$ cat src/rtl/noc_link_pkg.sv
// Shared definitions for the NoC link blocks: counter sizing and pipeline limits.
package noc_link_pkg;

    localparam int MAX_NUM_PIPELINE = 8;

    // Bits needed to hold any count from 0 up to and including n.
    function automatic int cnt_width(input int n);
        return $clog2(n + 1);
    endfunction

endpackage

$ cat src/rtl/noc_flit_fifo.sv
// Synchronous flit FIFO with registered read data and wrap-flag pointers;
// the entry type is a parameter so router input buffers can reuse it.
module noc_flit_fifo
    import noc_link_pkg::*;
#(
    parameter type entry_t = logic [7:0],
    parameter int  DEPTH   = 8
) (
    input  logic                        clk,
    input  logic                        rst_n,
    input  logic                        push,
    input  entry_t                      wr_data,
    input  logic                        pop,
    output entry_t                      rd_data,
    output logic                        full,
    output logic                        empty,
    output logic [cnt_width(DEPTH)-1:0] occupancy
);

    localparam int IDX_W = $clog2(DEPTH);
    localparam int PTR_W = IDX_W + 1;
    localparam logic [PTR_W-1:0] PTR_ONE = PTR_W'(1);

    logic [PTR_W-1:0] wr_ptr;
    logic [PTR_W-1:0] rd_ptr;
    entry_t           mem [DEPTH];
    logic             do_push;
    logic             do_pop;

    // Same index with differing wrap flags means the writer is a full lap ahead.
    assign empty     = (wr_ptr == rd_ptr);
    assign full      = (wr_ptr[IDX_W-1:0] == rd_ptr[IDX_W-1:0]) && (wr_ptr[IDX_W] != rd_ptr[IDX_W]);
    assign occupancy = wr_ptr - rd_ptr;
    assign do_pop    = pop && !empty;
    assign do_push   = push && (!full || do_pop);

    always_ff @(posedge clk) begin
        if (do_push) begin
            mem[wr_ptr[IDX_W-1:0]] <= wr_data;
        end
    end

    always_ff @(posedge clk or negedge rst_n) begin
        if (!rst_n) begin
            wr_ptr  <= '0;
            rd_ptr  <= '0;
            rd_data <= '0;
        end else begin
            if (do_push) begin
                wr_ptr <= wr_ptr + PTR_ONE;
            end
            if (do_pop) begin
                rd_ptr  <= rd_ptr + PTR_ONE;
                rd_data <= mem[rd_ptr[IDX_W-1:0]];
            end
        end
    end

endmodule

$ cat src/rtl/noc_credit_retiming_link.sv
// Router-to-router link that terminates the credit loop locally: flits are buffered,
// credits go upstream as entries drain, and forwarding is gated by downstream credits.
module noc_credit_retiming_link
    import noc_link_pkg::*;
#(
    parameter int FLIT_WIDTH         = 128,
    parameter int DEST_WIDTH         = 4,
    parameter int NUM_PIPELINE       = 2,
    parameter int BUFFER_DEPTH       = 8,
    parameter int DOWNSTREAM_CREDITS = 8
) (
    input  logic                                     clk_noc,
    input  logic                                     rst_n,
    input  logic [FLIT_WIDTH-1:0]                    data_in,
    input  logic [DEST_WIDTH-1:0]                    dest_in,
    input  logic                                     is_tail_in,
    input  logic                                     send_in,
    output logic                                     credit_out,
    output logic [FLIT_WIDTH-1:0]                    data_out,
    output logic [DEST_WIDTH-1:0]                    dest_out,
    output logic                                     is_tail_out,
    output logic                                     send_out,
    input  logic                                     credit_in,
    output logic [cnt_width(BUFFER_DEPTH)-1:0]       fifo_occupancy,
    output logic [cnt_width(DOWNSTREAM_CREDITS)-1:0] credit_count,
    output logic                                     overflow_err,
    output logic                                     credit_err
);

    localparam int CRED_W = cnt_width(DOWNSTREAM_CREDITS);
    localparam logic [CRED_W-1:0] CRED_MAX = CRED_W'(DOWNSTREAM_CREDITS);
    localparam logic [CRED_W-1:0] CRED_ONE = CRED_W'(1);

    typedef struct packed {
        logic [FLIT_WIDTH-1:0] data;
        logic [DEST_WIDTH-1:0] dest;
        logic                  is_tail;
    } flit_t;

    flit_t             in_flit;
    flit_t             head_flit;
    flit_t             out_flit;
    logic              head_valid;
    logic              out_valid;
    logic              fifo_full;
    logic              fifo_empty;
    logic              pop;
    logic              credit_ret;
    logic [CRED_W-1:0] credit_q;

    assign in_flit = '{data: data_in, dest: dest_in, is_tail: is_tail_in};
    assign pop     = !fifo_empty && (credit_q != '0);

    // The FIFO's registered read port doubles as forward stage 0.
    noc_flit_fifo #(
        .entry_t (flit_t),
        .DEPTH   (BUFFER_DEPTH)
    ) u_fifo (
        .clk       (clk_noc),
        .rst_n     (rst_n),
        .push      (send_in),
        .wr_data   (in_flit),
        .pop       (pop),
        .rd_data   (head_flit),
        .full      (fifo_full),
        .empty     (fifo_empty),
        .occupancy (fifo_occupancy)
    );

    always_ff @(posedge clk_noc or negedge rst_n) begin
        if (!rst_n) begin
            head_valid <= 1'b0;
            credit_out <= 1'b0;
        end else begin
            head_valid <= pop;
            credit_out <= pop;
        end
    end

    if (NUM_PIPELINE == 0) begin : g_fwd_direct
        assign out_flit  = head_flit;
        assign out_valid = head_valid;
    end else begin : g_fwd_pipe
        flit_t                   stage_flit [NUM_PIPELINE];
        logic [NUM_PIPELINE-1:0] stage_valid;

        always_ff @(posedge clk_noc or negedge rst_n) begin
            if (!rst_n) begin
                stage_valid <= '0;
                for (int i = 0; i < NUM_PIPELINE; i++) begin
                    stage_flit[i] <= '0;
                end
            end else begin
                stage_valid[0] <= head_valid;
                stage_flit[0]  <= head_flit;
                for (int i = 1; i < NUM_PIPELINE; i++) begin
                    stage_valid[i] <= stage_valid[i-1];
                    stage_flit[i]  <= stage_flit[i-1];
                end
            end
        end

        assign out_flit  = stage_flit[NUM_PIPELINE-1];
        assign out_valid = stage_valid[NUM_PIPELINE-1];
    end

    if (NUM_PIPELINE == 0) begin : g_cred_direct
        assign credit_ret = credit_in;
    end else begin : g_cred_pipe
        logic [NUM_PIPELINE-1:0] cred_stage;

        always_ff @(posedge clk_noc or negedge rst_n) begin
            if (!rst_n) begin
                cred_stage <= '0;
            end else begin
                cred_stage[0] <= credit_in;
                for (int i = 1; i < NUM_PIPELINE; i++) begin
                    cred_stage[i] <= cred_stage[i-1];
                end
            end
        end

        assign credit_ret = cred_stage[NUM_PIPELINE-1];
    end

    // A pop and a returned credit in the same cycle cancel out.
    always_ff @(posedge clk_noc or negedge rst_n) begin
        if (!rst_n) begin
            credit_q     <= CRED_MAX;
            credit_err   <= 1'b0;
            overflow_err <= 1'b0;
        end else begin
            if (pop && !credit_ret) begin
                credit_q <= credit_q - CRED_ONE;
            end else if (credit_ret && !pop) begin
                if (credit_q == CRED_MAX) begin
                    credit_err <= 1'b1;
                end else begin
                    credit_q <= credit_q + CRED_ONE;
                end
            end
            if (send_in && fifo_full && !pop) begin
                overflow_err <= 1'b1;
            end
        end
    end

    assign credit_count = credit_q;
    assign data_out     = out_flit.data;
    assign dest_out     = out_flit.dest;
    assign is_tail_out  = out_flit.is_tail;
    assign send_out     = out_valid;

endmodule

$ cat config.mk
export PLATFORM = sky130hd
export DESIGN_NAME = noc_credit_retiming_link
export DESIGN_NICKNAME = d
export VERILOG_FILES = /design/src/rtl/noc_link_pkg.sv /design/src/rtl/noc_flit_fifo.sv /design/src/rtl/noc_credit_retiming_link.sv
export SDC_FILE = /design/constraint.sdc
export NUM_CORES = 1
export LEC_CHECK = 0
export ABC_AREA = 1
export CAP_MARGIN = 40
export CORE_MARGIN = 2
export CORE_UTILIZATION = 51
export DETAILED_ROUTE_END_ITERATION = 12
export GPL_TIMING_DRIVEN = 0
export PLACE_DENSITY = 0.72
export SLEW_MARGIN = 0
export SYNTH_ARGS = -nofsm -noshare
export SYNTH_HDL_FRONTEND = slang
export SYNTH_SLANG_ARGS = --single-unit
$ cat constraint.sdc
create_clock -name clk_noc -period 11.8 [get_ports clk_noc]
set_input_delay 2.36 -clock clk_noc [delete_from_list [all_inputs] [get_ports clk_noc]]
set_output_delay 2.36 -clock clk_noc [all_outputs]
set_load 0.01 [all_outputs]
==> run_results.csv <==
group,metric,value,unit
floorplanning,initial_core_util,51.5,%
pwr,finalPower,18200,uW
floorplanning,dieArea,111000,sq um
synth,ys_seq_elements,1482,
synth,synthFlopType,"edfxtp_1",
floorplanning,die_w,333,um
clocking,htree_levels,4,
timing,maxSlewViolCount,0,
worst_setup_path,path_class,"reg -> out",
worst_setup_path,cp.required,9.44,ns
floorplanning,die_h,333,um
grt,antenna_found_initial,32,
final_layout,fillers,7862,
worst_setup_path,worst-path-max-fanout,10,
timing,final_hold_viol_count,0,
clocking,postCtsSetupBuffers,0,
synth,avgSynthCellArea,13.1,sq um
pwr,p_leak,0.0249,uW
floorplanning,num_rows,120,
place,gp_congestion,0.799,
grt,grt_pass1_wl,210,mm
place,placedCellCount,5999,
timing,relSlewSlack,36.1,%
synth,ys_types,28,
timing,skew,0.0333,ns
drt,dr.pass1.iters,6,
timing,fmax,159,MHz
drt,final_antenna_net_count,0,
floorplanning,coreArea,107000,sq um
place,place_ws,6.32,ns
synth,synth_edf_count,1064,
final_layout,fin_nets,4892,
worst_setup_path,start_kind,"flop",
synth,synthesis.nets,4366,
synth,postSynth.asyncResetShare,28.2,%
synth,post-synth-top-area-fraction,58.0,%
final_layout,utilization,61.6,%
grt,grt_max_degree,111,
clocking,cts_tree,"built",
worst_setup_path,rr_worst_depth,15,
timing,finalSetupViolations,0,
synth,synth_top_cells_by_area,"edfxtp_1 (58%), dfrtp_1 (19%), nor2_1 (5.5%)",
place,dp_hpwl,91.6,mm
synth,synth.yosys.seq_area_share,77.0,%
timing,rsz0062_at_grt,"false",
timing,finalCriticalPeriod,6.29,ns
timing,worst_pin_slew,0.958,ns
drt,wire_per_inst,22.5,um
synth,syn_area,55100,sq um
final_layout,multi_input_area,10100,sq um
synth,yosys_warnings,0,
grt,grt_util_met2,41.9,%
synth,synth_area_leader_cell,"edfxtp_1",
grt,grt_pass1_vias,34100,
drt,wl,141,mm
final_layout,seq_area,42400,sq um
clocking,cts_resized,0,
synth,post-synth-top-count-cell,"edfxtp_1",
synth,synthTopCellsByCount,"edfxtp_1 (1064), nor2_1 (809), nand2_1 (433)",
floorplanning,pin_count,282,
pwr,power.density,275,nW/um^2
drt,drcViolationCount,0,
worst_hold_path,min_path_cells,0,
timing,setup_slack,5.51,ns
place,io_buffers,281,
clocking,cts_root_buf,"clkbuf_16",
clocking,cts_buffers,147,
worst_setup_path,worstPathArrival,3.93,ns
run,drv_cap,0,
grt,overflow,0,
timing,period_share,53.3,%
pwr,irDropWorstVdd,0.164,mV
drt,via_per_inst,5.52,
run_status,status,"complete, no violations",
clocking,hold_buffers,0,
clocking,cts_num_sinks,1482,
drt,drt_iter0_drc,4629,
clocking,cts_buffer_depth,3,
clocking,clk_pin_slew,0.06,ns
final_layout,stdcell_count,6279,
final_layout,syn_to_final_growth,19.7,%
synth,synthesis.instances,4219,
grt,grt.met1_usage,33.5,%
grt,top_usage_layer,"met2",
worst_hold_path,hold_class,"reg -> reg",
grt,grt.total_usage,25.5,%
final_layout,final_layout_size_suffix_gt1_share,11.5,%
drt,vias,34600,
worst_setup_path,end_kind,"output pin",
grt,met3_usage,5.74,%
clocking,clock_latency,0.77,ns
## path summary, 6_finish.rpt
| path | from | endpoint | slack [ns] |
|---|---|---|---|
| max in group asynchronous | rst_n | data_out[7]$_DFF_PN0_ | 8.65 |
| worst max register to register | u_fifo.rd_ptr[1]$_DFFE_PN0P_ | u_fifo.mem[1][115]$_DFFE_PP_ | 6.87 |
| min in group asynchronous | rst_n | data_out[73]$_DFF_PN0_ | 1.60 |
| worst min register to register | g_fwd_pipe.stage_flit[222]$_DFF_PN0_ | data_out[84]$_DFF_PN0_ | 0.34 |
| worst max-delay path | u_fifo.rd_ptr[1]$_DFFE_PN0P_ | fifo_occupancy[3] | 5.51 |
| worst min-delay path | g_fwd_pipe.stage_flit[222]$_DFF_PN0_ | data_out[84]$_DFF_PN0_ | 0.34 |
## cells in the final DEF, fill, tap and decap left out, types with 5 or more instances in the layout
| cell type | instances |
|---|---|
| edfxtp_1 | 1064 |
| nor2_1 | 804 |
| nand2_1 | 433 |
| dfrtp_1 | 417 |
| nand3_1 | 409 |
| o21ai_0 | 404 |
| clkdlybuf4s50_1 | 280 |
| buf_4 | 196 |
| clkbuf_16 | 151 |
| inv_1 | 147 |
| o211ai_1 | 133 |
| clkbuf_1 | 127 |
| buf_2 | 70 |
| buf_1 | 40 |
| clkinv_2 | 26 |
| buf_6 | 25 |
| buf_12 | 21 |
| clkinv_1 | 20 |
| buf_16 | 16 |
| bufinv_16 | 12 |
| diode_2 | 11 |
| ha_1 | 9 |
| clkbuf_8 | 9 |
| xnor2_1 | 7 |
| buf_8 | 6 |
| nor2_4 | 5 |
## state kept, by name (all words and copies together), names as in the netlist
register,count
credit_count,4
credit_err,1
data_out,128
dest_out,4
g_cred_pipe.cred_stage,2
g_fwd_pipe.stage_flit,133
g_fwd_pipe.stage_valid,2
head_valid,1
is_tail_out,1
overflow_err,1
u_fifo.mem,1064
u_fifo.rd_data,133
u_fifo.rd_ptr,4
u_fifo.wr_ptr,4
## metal layers
| metal | part of all wire (%) | wire (um) |
|---|---|---|
| met1 | 38 | 53600 |
| met2 | 49 | 68800 |
| met3 | 10 | 14500 |
| met4 | 3.0 | 4290 |
| met5 | 0.14 | 195 |
## power breakdown
| group | leakage, uW | switching, uW | internal [uW] |
|---|---|---|---|
| combinational | 0.00800 | 4090 | 2250 |
| sequential | 0.0146 | 402 | 6800 |
| clock | 0.00235 | 1940 | 2680 |
## worst max-delay path: stages (launching register included)
cell and delay [ns]:
dfrtp_1 0.43, buf_2 0.41, clkinv_1 0.22, buf_2 0.35, buf_2 0.30, ha_1 0.32
nand2_1 0.08, nor2_1 0.04, a211oi_1 0.24, xor2_1 0.20, clkdlybuf4s50_1 0.57
## cell families (layout without fill, tap and decap cells)
group                    after synthesis  count (layout)  synth area share [%]
flip-flops                          1482            1482                  77.0
buffers and inverters                518            1164                  4.85
XOR/XNOR                              11              11                 0.175
other                                  0              11                     0
adder cells (fa/ha/maj)               10              10                 0.241
AND/OR/NAND/NOR                     1655            1655                  12.2
AO/OA/AOI/OAI                        543             543                  5.57
## cell type report
class	count	share of cell area (%)
Inverter	150	0.853
Sequential cell	1482	64.3
Multi-Input combinational cell	2219	15.3
Antenna cell	11	0.0417
Tap cell	1403	2.66
Clock inverter	72	1.12
Buffer	368	3.19
Timing Repair Buffer	377	6.43
Clock buffer	197	6.13
## through the flow
| stage | area [sq um] | hold WS (ns) | setup TNS (ns) |
|---|---|---|---|
| 6_report | 66000 | 0.340 | 0 |
| 5_1_grt | 66000 | 0.352 | 0 |
| 4_1_cts | 65900 | 0.340 | 0 |
| 3_5_place_dp | 61200 | 0.335 | 0 |
| 3_3_place_gp | 59700 | 0.333 | -9991.94 |
| 2_1_floorplan | 55100 | 0.331 | -198.72 |
Note: power is estimated with default switching activity, not from simulation.
